### config.mk
export PLATFORM = sky130hd
export DESIGN_NAME = command_ack_packer
export DESIGN_NICKNAME = d
export VERILOG_FILES = /design/src/rtl/command_ack_packer.sv
export SDC_FILE = /design/constraint.sdc
export NUM_CORES = 1
export LEC_CHECK = 0
export CORE_MARGIN = 5
export CORE_UTILIZATION = 45
export DETAILED_ROUTE_END_ITERATION = 12
export MAX_ROUTING_LAYER = met4
export PLACE_DENSITY = 0.6
export RECOVER_POWER = 25
export SYNTH_ARGS = -nofsm -noshare
export SYNTH_HDL_FRONTEND = slang
export SYNTH_SLANG_ARGS = --single-unit
### constraint.sdc
create_clock -name i_clk -period 17.09 [get_ports i_clk]
set_input_delay 1.709 -clock i_clk [delete_from_list [all_inputs] [get_ports i_clk]]
set_output_delay 1.709 -clock i_clk [all_outputs]
set_load 0.02 [all_outputs]
### src/rtl/command_ack_packer.sv
// command_ack_packer: buffers 64-bit read-command acks and emits them as
// header-prefixed report frames, triggered by batch size or idle timeout.
module command_ack_packer #(
  parameter int ACK_DEPTH = 16,
  parameter int MAX_BATCH = 8,
  parameter int TIMEOUT   = 1000
) (
  input  logic                         i_clk,
  input  logic                         i_rst,
  input  logic [63:0]                  iv_rd_command_ack,
  input  logic                         i_rd_command_ack_wr,
  input  logic                         i_frame_ready,
  output logic [63:0]                  ov_frame_data,
  output logic                         o_frame_valid,
  output logic                         o_frame_sop,
  output logic                         o_frame_eop,
  output logic                         o_overflow,
  output logic [$clog2(ACK_DEPTH):0]   ov_fifo_count
);
  localparam int AW = $clog2(ACK_DEPTH);
  localparam int CW = AW + 1;
  localparam int TW = $clog2(TIMEOUT + 1);
  localparam logic [CW-1:0] FULL_C = ACK_DEPTH[CW-1:0];
  localparam logic [CW-1:0] MB_C   = MAX_BATCH[CW-1:0];
  localparam logic [TW-1:0] TO_C   = TIMEOUT[TW-1:0];
  localparam logic [1:0] IDLE = 2'd0;
  localparam logic [1:0] HDR  = 2'd1;
  localparam logic [1:0] DATA = 2'd2;
  logic [63:0]   mem [ACK_DEPTH];
  logic [1:0]    state_q, state_d;
  logic [AW-1:0] wr_ptr_q, rd_ptr_q;
  logic [CW-1:0] count_q, count_d;
  logic [TW-1:0] timer_q, timer_d;
  logic [15:0]   seq_q, seq_d;
  logic [7:0]    n_q, n_d, rem_q, rem_d;
  logic          ovf_q, full, pop, push, trig, last;
  always_comb begin
    full    = count_q == FULL_C;
    pop     = state_q == DATA && i_frame_ready;
    push    = i_rd_command_ack_wr && (!full || pop);
    last    = rem_q == 8'd1;
    trig    = state_q == IDLE && (count_q >= MB_C || timer_q == TO_C);
    count_d = count_q + CW'(push) - CW'(pop);
    n_d     = count_q >= MB_C ? MAX_BATCH[7:0] : 8'(count_q);
    state_d = state_q == IDLE ? (trig ? HDR : IDLE) :
              state_q == HDR  ? (i_frame_ready ? DATA : HDR) :
              (pop && last) ? IDLE : DATA;
    // the flush timer only runs while idle with data waiting
    timer_d = (state_q != IDLE || trig || count_q == '0) ? '0 :
              timer_q == TO_C ? timer_q : timer_q + TW'(1);
    rem_d   = trig ? n_d : pop ? rem_q - 8'd1 : rem_q;
    seq_d   = (pop && last) ? seq_q + 16'd1 : seq_q;
  end
  always_ff @(posedge i_clk) begin
    if (i_rst) begin
      state_q  <= IDLE;
      wr_ptr_q <= '0;
      rd_ptr_q <= '0;
      count_q  <= '0;
      timer_q  <= '0;
      seq_q    <= '0;
      n_q      <= '0;
      rem_q    <= '0;
      ovf_q    <= 1'b0;
    end else begin
      state_q  <= state_d;
      wr_ptr_q <= push ? wr_ptr_q + AW'(1) : wr_ptr_q;
      rd_ptr_q <= pop ? rd_ptr_q + AW'(1) : rd_ptr_q;
      count_q  <= count_d;
      timer_q  <= timer_d;
      seq_q    <= seq_d;
      n_q      <= trig ? n_d : n_q;
      rem_q    <= rem_d;
      ovf_q    <= i_rd_command_ack_wr && full && !pop;
    end
  end
  always_ff @(posedge i_clk) begin
    if (!i_rst && push) mem[wr_ptr_q] <= iv_rd_command_ack;
  end
  always_comb begin
    ov_frame_data = state_q == HDR  ? {8'hA5, n_q, seq_q, 32'h0} :
                    state_q == DATA ? mem[rd_ptr_q] : 64'h0;
    o_frame_valid = state_q != IDLE;
    o_frame_sop   = state_q == HDR;
    o_frame_eop   = state_q == DATA && last;
    o_overflow    = ovf_q;
    ov_fifo_count = count_q;
  end
endmodule

==> impl_metrics.json, run 1 <==
{
  "status": "finished clean",
  "critPathKind": "reg -> out",
  "gp_congestion": 0.746,
  "synth_area_per_cell_sq_um": 18.9,
  "rows": 112,
  "ys.flop_type": "edfxtp_1",
  "syn-num-nets": 2332,
  "rsz0062_at_grt": "false",
  "initial_core_util": 0.453,
  "tightestPinTransition_ns": 1.18,
  "drive_gt1_frac": 0.158,
  "clock_skew_ns": 0.0222,
  "start_kind": "flip-flop",
  "nets": 2506,
  "fill_cells": 7361,
  "clock_latency_ns": 0.68,
  "hpwl_microns": 52600,
  "r2r-end": "mem[0][12]$_DFFE_PP_",
  "ir_drop_mv": 0.0677,
  "first_pass_iters": 5,
  "synth_top_area_share": 0.726,
  "grt_max_degree": 64,
  "wl_per_cell_microns": 26.9,
  "drtIter0Drc": 2171,
  "multi_input_area_sq_um": 10000,
  "routed_wl_microns": 101000,
  "timing.reg2reg.worst_path_depth": 5,
  "io_buffers": 140,
  "grt_util_all_layers": 0.207,
  "cts_hold_buf": 0,
  "finalHoldViolations": 0,
  "vias_per_cell": 5.75,
  "first_global_vias": 22177,
  "drv_slew": 0,
  "postSynthCellCount": 2245,
  "cts_buffer_depth": 3,
  "dp.cells": 3561,
  "synth-seq-area-share": 0.753,
  "synth_area_sq_um": 42400,
  "r2r_start": "state_q[1]$_SDFF_PP0_",
  "hold_path.class": "reg -> reg",
  "cts_sinks": 1083,
  "tritoncts": "yes",
  "hold_start": "rd_ptr_q[1]$_SDFFE_PP0N_",
  "hold_depth": 2,
  "post_cts_resized": 0,
  "vias": 21687,
  "clk_pin_slew_worst_paths_ns": 0.06,
  "antenna_left": 0,
  "rrSetupSlack_ns": 13.22,
  "period_share": 0.403,
  "path_max_fanout": 52,
  "grt_pass1_wl_microns": 149000,
  "endpoint_kind": "output pin",
  "relSlewSlack": 0.207,
  "fp.coreArea_sq_um": 93500,
  "power.density_nw_per_um2": 124,
  "stdcell_count": 3774,
  "syn_to_final_growth_pct": 15.0,
  "fin_tns_setup_ns": 0,
  "yosys_warnings": 0,
  "total_power_mw": 6.04,
  "io_pins": 141,
  "drc": 0,
  "setup_ws_ns": 10.20,
  "period_needed_ns": 6.89,
  "maxCapViolCount": 0,
  "required_ns": 15.38,
  "yosysMostFrequentCell": "edfxtp_1",
  "cts_made_buffers": 110,
  "setup_viol": 0,
  "dp_slack_ns": 10.74,
  "htreeDepth": 3,
  "die_h_microns": 317,
  "synthArstFlopShare": 0,
  "die-area_sq_um": 100000,
  "synth_commonest_cells": "edfxtp_1, mux2i_1, mux4_2",
  "antenna_found_initial": 19,
  "worstPathArrival_ns": 5.18,
  "synth_area_leaders": "edfxtp_1, mux4_2, mux2i_1",
  "die_w_microns": 317,
  "yosys.area.top_type": "edfxtp_1",
  "yosysUniqueCellTypes": 55,
  "regArea_sq_um": 31900,
  "synth_edf_count": 1024,
  "final_util": 0.522,
  "grt-ovfl-total": 0,
  "synth-seq-cells": 1083,
  "max_freq_ghz": 0.145,
  "postCtsSetupBuffers": 0,
  "cts_root_buffer": "clkbuf_16",
  "power_leakage_nw": 14.5
}
-- flip-flops by register name, indices dropped and copies added, names as in the netlist, named ones only --
| register | flops |
|---|---|
| mem | 1024 |
| seq_q | 16 |
| timer_q | 10 |
| rem_q | 8 |
| n_q | 5 |
| ov_fifo_count | 5 |
| rd_ptr_q | 4 |
| wr_ptr_q | 4 |
| state_q | 2 |
| o_overflow | 1 |
-- where the power goes --
part | switching, mW | leakage, nW | internal, mW
Clock | 0.976 | 1.65 | 1.26
Sequential | 0.0491 | 9.70 | 2.96
Combinational | 0.450 | 3.11 | 0.339
-- worst max path at each step --
stage / start / to / slack (ns) / depth (start not counted)
finish: flip-flop / ov_frame_data[61] / 10.20 / 7
global route: flip-flop / ov_frame_data[61] / 9.77 / 7
CTS: flip-flop / ov_frame_data[61] / 10.02 / 7
detailed placement: flip-flop / ov_frame_data[61] / 10.74 / 7
global placement: flip-flop / ov_frame_data[61] / 10.85 / 7
floorplan: i_frame_ready / mem[3][0]$_DFFE_PP_ / 9.81 / 4
-- layout by cell type (no fill, tap or decap), types with 5 or more instances in the layout --
cell / instances
nor3_1: 8
dfxtp_1: 56
mux4_2: 134
xnor2_1: 17
nand2_1: 62
dlygate4sd3_1: 36
mux2_2: 26
clkinv_2: 25
o211ai_1: 47
xor2_1: 8
nor3_2: 5
edfxtp_1: 1024
nand3_1: 53
a21oi_1: 46
a22oi_1: 53
o21ai_0: 28
a32oi_1: 23
nand4_1: 6
diode_2: 11
nor2_1: 34
mux2i_1: 287
nand2b_1: 29
clkbuf_1: 29
inv_1: 22
ha_1: 18
or3_1: 6
nand3b_1: 26
clkbuf_16: 111
a32o_1: 23
clkinv_1: 21
nor4_1: 8
clkdlybuf4s50_1: 103
buf_4: 49
nor2_4: 13
nor2b_1: 5
-- final cells by class --
type | instances | share of cell area
diodes | 11 | 0.000565
clock buffers | 142 | 0.0596
clock inverters | 60 | 0.00921
inverters | 22 | 0.00169
multi-input cells | 1013 | 0.205
flip-flops and latches | 1083 | 0.655
well taps | 1254 | 0.0322
repair buffers | 189 | 0.0362
-- layer usage --
layer / track usage / vias up / wire length [microns]
met5: - / - / 0
met4: 0.0508 / 0 / 2040
met3: 0.0288 / 162 / 5710
met2: 0.338 / 630 / 50200
met1: 0.281 / 11407 / 43400
li1: - / 9488 / -
-- through the flow --
stage / instance area (sq um) / hold slack (ns)
floorplan: 42400 / 0.434
global placement: 45400 / 0.454
detailed placement: 45400 / 0.485
CTS: 48700 / 0.480
global route: 48700 / 0.528
finish: 48800 / 0.493
-- worst max-delay path, stage by stage (launching register included) --
cell             delay, ns
dfxtp_4               0.94
buf_4                 0.84
buf_4                 0.87
mux4_2                0.59
mux2_2                0.28
a21oi_1               0.18
o21ai_0               0.14
clkdlybuf4s50_1       0.60
-- cells by family after synthesis --
logic type	Yosys count	share of synthesized area
AO/OA/AOI/OAI	239	0.0404
XOR/XNOR	25	0.00517
adder cells (fa/ha/maj)	19	0.00579
buffers and inverters	149	0.0139
flip-flops	1083	0.753
multiplexers	447	0.146
AND/OR/NAND/NOR	283	0.0355
No activity file was read; power rests on OpenSTA's default activity.
==> inputs of run 2 (changes only) <==
==> constraint.sdc (replaced) <==
create_clock -name i_clk -period 6.6 [get_ports i_clk]
set_input_delay 0.66 -clock i_clk [delete_from_list [all_inputs] [get_ports i_clk]]
set_output_delay 0.66 -clock i_clk [all_outputs]
set_load 0.02 [all_outputs]
==> impl_metrics.json, run 2 (synthesis gave the netlist of run 1 again) <==
{
  "maxCapViolCount": 0,
  "setup_ws_ns": 1.74,
  "htreeDepth": 3,
  "max_flop_register": "mem",
  "endpoint_kind": "output pin",
  "dp_slack_ns": 2.32,
  "largest_register_ffs": 1024,
  "postCtsSetupBuffers": 0,
  "vias": 21743,
  "tritoncts": "yes",
  "required_ns": 5.94,
  "r2r_start": "state_q[1]$_SDFF_PP0_",
  "max_freq_ghz": 0.206,
  "nets": 2508,
  "gp_congestion": 0.760,
  "final_cell_mix": "edfxtp_1, mux2i_1, mux4_2",
  "period_needed_ns": 4.86,
  "grt_util_all_layers": 0.208,
  "setup_viol": 0,
  "wl_per_cell_microns": 26.9,
  "hold_depth": 1,
  "finalHoldViolations": 0,
  "status": "finished clean",
  "initial_core_util": 0.453,
  "drc": 0,
  "critPathKind": "reg -> out",
  "place_area_sq_um": 45500,
  "drtIter0Drc": 1950,
  "period_share": 0.737,
  "grt_max_degree": 117,
  "drive_gt1_frac": 0.162,
  "routed_wl_microns": 102000,
  "antenna_left": 0,
  "post_cts_resized": 0,
  "power_leakage_nw": 14.6,
  "relSlewSlack": 0.247,
  "grt-ovfl-total": 0,
  "vias_per_cell": 5.75,
  "fin_tns_setup_ns": 0,
  "crit_chain": "buf_4 -> mux4_2 -> mux2i_1 -> o211ai_1 -> clkdlybuf4s50_1",
  "crit_family": "buffers and inverters",
  "hold_path.class": "reg -> reg",
  "drv_slew": 0,
  "die_h_microns": 317,
  "rrSetupSlack_ns": 3.13,
  "cts_hold_buf": 0,
  "worstPathArrival_ns": 4.20,
  "slowest_delay_ns": 0.90,
  "clk_pin_slew_worst_paths_ns": 0.06,
  "antenna_found_initial": 17,
  "power.density_nw_per_um2": 326,
  "ir_drop_mv": 0.235,
  "first_global_vias": 22220,
  "clock_skew_ns": 0.0232,
  "die_w_microns": 317,
  "reg_top3": "mem: 1024 flops, seq_q: 16 flops, timer_q: 10 flops",
  "rsz0062_at_grt": "false",
  "critPathBufInv": 2,
  "grt_pass1_wl_microns": 149000,
  "io_buffers": 140,
  "clock_latency_ns": 0.68,
  "timing.reg2reg.worst_path_depth": 5,
  "hold_end": "timer_q[0]$_SDFFE_PP0N_",
  "start_kind": "flip-flop",
  "rows": 112,
  "fp.coreArea_sq_um": 93500,
  "cts_buffer_depth": 3,
  "r2r-end": "mem[13][55]$_DFFE_PP_",
  "design_area_sq_um": 49100,
  "cts_root_buffer": "clkbuf_16",
  "hold_start": "timer_q[0]$_SDFFE_PP0N_",
  "path_max_fanout": 56,
  "syn_to_final_growth_pct": 15.9,
  "final_common_cell": "edfxtp_1",
  "cts_sinks": 1083,
  "cp_slowest_cell": "dfxtp_4",
  "tightestPinTransition_ns": 1.13,
  "fill_cells": 7380,
  "die-area_sq_um": 100000,
  "first_pass_iters": 5,
  "cts_made_buffers": 110,
  "io_pins": 141,
  "hpwl_microns": 54400
}
## run 2: cell count changes in the layout (fill, tap and decap cells not counted), moves of 5 or more
| cell | delta |
|---|---|
| buf_12 | +7 |
| buf_4 | -5 |
| bufinv_16 | +7 |
| clkbuf_1 | -15 |
| clkinv_1 | +10 |
## run 2: where the power goes
part	total (mW)	leakage, nW	internal (mW)	switching [mW]
logic	2.05	3.15	0.884	1.17
clock network	6.17	1.79	3.61	2.55
registers	7.81	9.70	7.68	0.132
total	16.0	14.6	12.2	3.86
## run 2: worst max-delay path by stage
stage	startpoint	to	slack [ns]	depth (start not counted)
2_1_floorplan	ov_fifo_count[2]$_SDFF_PP0_	mem[3][0]$_DFFE_PP_	0.32	6
3_3_place_gp	i_frame_ready	mem[13][21]$_DFFE_PP_	2.36	6
3_5_place_dp	i_frame_ready	mem[13][21]$_DFFE_PP_	2.32	6
4_1_cts	flip-flop	ov_frame_data[33]	1.65	5
5_1_grt	flip-flop	ov_frame_data[56]	1.54	7
6_report	flip-flop	ov_frame_data[33]	1.74	5
## run 2: final cells by class
| class | instances | area, sq um | area share |
|---|---|---|---|
| clock inverters | 75 | 647 | 0.0132 |
| inverters | 22 | 82.6 | 0.00168 |
| well taps | 1254 | 1570 | 0.0320 |
| repair buffers | 191 | 1870 | 0.0380 |
| multi-input cells | 1013 | 10000 | 0.204 |
| clock buffers | 132 | 2960 | 0.0603 |
| diodes | 11 | 27.5 | 0.000561 |
| flip-flops and latches | 1083 | 31900 | 0.651 |
## run 2: stage by stage
step,instances,utilization,hold WS [ns],power (mW)
finish,3781,0.525,0.493,16.0
global route,3780,0.525,0.526,16.6
detailed placement,3563,0.486,0.481,10.0
CTS,3770,0.525,0.483,16.2
floorplan,2245,-,0.434,9.23
global placement,3563,0.486,0.456,10.0
## run 2: routing by layer
layer  global-route usage  up-vias  wire, microns
li1                     -     9521              -
met1                0.279    11405          42900
met2                0.335      671          50100
met3               0.0311      146           5870
met4               0.0598        0           2750
met5                    -        -              0
==> inputs of run 3 (changes only) <==
--- a/config.mk
+++ b/config.mk
@@ -9,7 +9,7 @@
 export CORE_UTILIZATION = 45
 export DETAILED_ROUTE_END_ITERATION = 12
 export MAX_ROUTING_LAYER = met4
-export PLACE_DENSITY = 0.6
+export PLACE_DENSITY = 0.62
 export RECOVER_POWER = 25
 export SYNTH_ARGS = -nofsm -noshare
 export SYNTH_HDL_FRONTEND = slang
==> constraint.sdc (replaced) <==
create_clock -name i_clk -period 4 [get_ports i_clk]
set_input_delay 0.4 -clock i_clk [delete_from_list [all_inputs] [get_ports i_clk]]
set_output_delay 0.4 -clock i_clk [all_outputs]
set_load 0.02 [all_outputs]
==> impl_metrics.json, run 3 (synthesis gave the netlist of run 1 again) <==
{
  "rsz0062_at_grt": "false",
  "power_leakage_nw": 14.8,
  "die_w_microns": 317,
  "die_h_microns": 317,
  "status": "finished clean",
  "endpoint_kind": "output pin",
  "final_util": 0.530,
  "largest_register_ffs": 1024,
  "final_cell_mix": "edfxtp_1, mux2i_1, mux4_2",
  "io_pins": 141,
  "setup_viol": 0,
  "hold_path.class": "in -> reg",
  "syn_to_final_growth_pct": 17.0,
  "maxCapViolCount": 0,
  "ir_drop_mv": 0.369,
  "routed_wl_microns": 101000,
  "cts_made_buffers": 110,
  "cts_sinks": 1083,
  "drc": 0,
  "hpwl_microns": 55700,
  "relSlewSlack": 0.476,
  "gp_congestion": 0.811,
  "cts_hold_buf": 0,
  "antenna_found_initial": 20,
  "path_max_fanout": 25,
  "total_power_mw": 26.3,
  "vias_per_cell": 5.76,
  "power.density_nw_per_um2": 531,
  "antenna_left": 0,
  "drtIter0Drc": 2082,
  "reg_top3": "mem: 1024 flops, seq_q: 16 flops, timer_q: 10 flops",
  "max_freq_ghz": 0.261,
  "period_share": 0.958,
  "io_buffers": 140,
  "tightestPinTransition_ns": 0.786,
  "vias": 21918,
  "wl_per_cell_microns": 26.5,
  "hold_depth": 3,
  "hold_start": "i_rst",
  "first_global_vias": 22310,
  "final_common_cell": "edfxtp_1",
  "grt-ovfl-total": 0,
  "fp.coreArea_sq_um": 93500,
  "cts_root_buffer": "clkbuf_16",
  "timing.reg2reg.worst_path_depth": 12,
  "cts_buffer_depth": 3,
  "max_flop_register": "mem",
  "fill_cells": 7299,
  "drv_slew": 0,
  "nets": 2535,
  "first_pass_iters": 5,
  "grt_pass1_wl_microns": 149000,
  "die-area_sq_um": 100000,
  "grt_util_all_layers": 0.206,
  "rows": 112,
  "tritoncts": "yes",
  "clock_latency_ns": 0.69,
  "start_kind": "flip-flop",
  "clock_skew_ns": 0.0222,
  "critPathKind": "reg -> out",
  "worstPathArrival_ns": 3.43,
  "drive_gt1_frac": 0.169,
  "grt_max_degree": 122,
  "period_needed_ns": 3.83,
  "r2r_start": "ov_fifo_count[3]$_SDFF_PP0_",
  "htreeDepth": 3,
  "initial_core_util": 0.453,
  "clk_pin_slew_worst_paths_ns": 0.06,
  "required_ns": 3.60,
  "finalHoldViolations": 0
}
==> run 3: cell count changes in the layout (fill, tap and decap cells not counted), moves of 3 or more <==
cell | before | now
buf_12 | 7 | 35
clkbuf_1 | 14 | 26
clkbuf_16 | 114 | 110
clkbuf_8 | 4 | 0
clkinv_1 | 31 | 22
clkinv_2 | 28 | 22
clkinvlp_4 | 2 | 5
inv_6 | 1 | 4
nor3_2 | 5 | 1
nor3_4 | 0 | 4
==> run 3: cell type report <==
type	instances	area, sq um	area share
sequential	1083	31900	0.644
multi-input combinational	1013	10000	0.202
clock buffer	136	2850	0.0575
timing repair buffer	218	2420	0.0489
tap	1254	1570	0.0316
clock inverter	69	652	0.0131
inverter	22	82.6	0.00167
antenna	9	22.5	0.000454
==> run 3: stage by stage <==
stage	hold slack [ns]	TNS (ns)	std cells	area (sq um)	worst slack (ns)
after floorplan	0.434	-506.91	2245	42400	-0.563
after CTS	0.133	0	3794	49500	0.00692
final	0.167	0	3804	49600	0.167
after detailed placement	0.469	0	3589	46000	0.663
after global routing	0.133	0	3802	49600	0.0371
after global placement	0.462	0	3589	46000	0.718
==> run 3: metal layers <==
metal  wire length, microns  vias up  share of wire  global-route usage
met5                      0        -              0                   -
li1                       -     9575              -                   -
met3                   5840      176          0.058              0.0291
met4                   2570        0          0.025              0.0584
met1                  43200    11499           0.43               0.284
met2                  49100      668           0.49               0.327
==> run 3: final timing paths <==
kind                                 endpoint  slack (ns)
setup / recovery            ov_frame_data[63]        0.17
hold / removal          o_overflow$_SDFF_PP0_        0.17
setup reg to reg  ov_fifo_count[4]$_SDFF_PP0_        0.97
hold reg to reg       timer_q[0]$_SDFFE_PP0N_        0.48
==> run 3: worst max-delay path, stage by stage (launching register included) <==
cell and delay, ns:
dfxtp_4 0.65, buf_4 0.48, mux4_2 0.28, mux2i_1 0.06
o21ai_0 0.53, clkdlybuf4s50_1 0.74
==> run 3: report_power, final <==
| group | internal [mW] | switching (mW) |
|---|---|---|
| Sequential | 12.7 | 0.177 |
| Clock | 5.71 | 4.23 |
| Combinational | 1.54 | 2.01 |
| Total | 19.9 | 6.41 |
==> run 3: timing repair <==
item	CTS	global route
buffers inserted	0	1
setup endpoints to repair	0	4
gates resized for setup	0	1
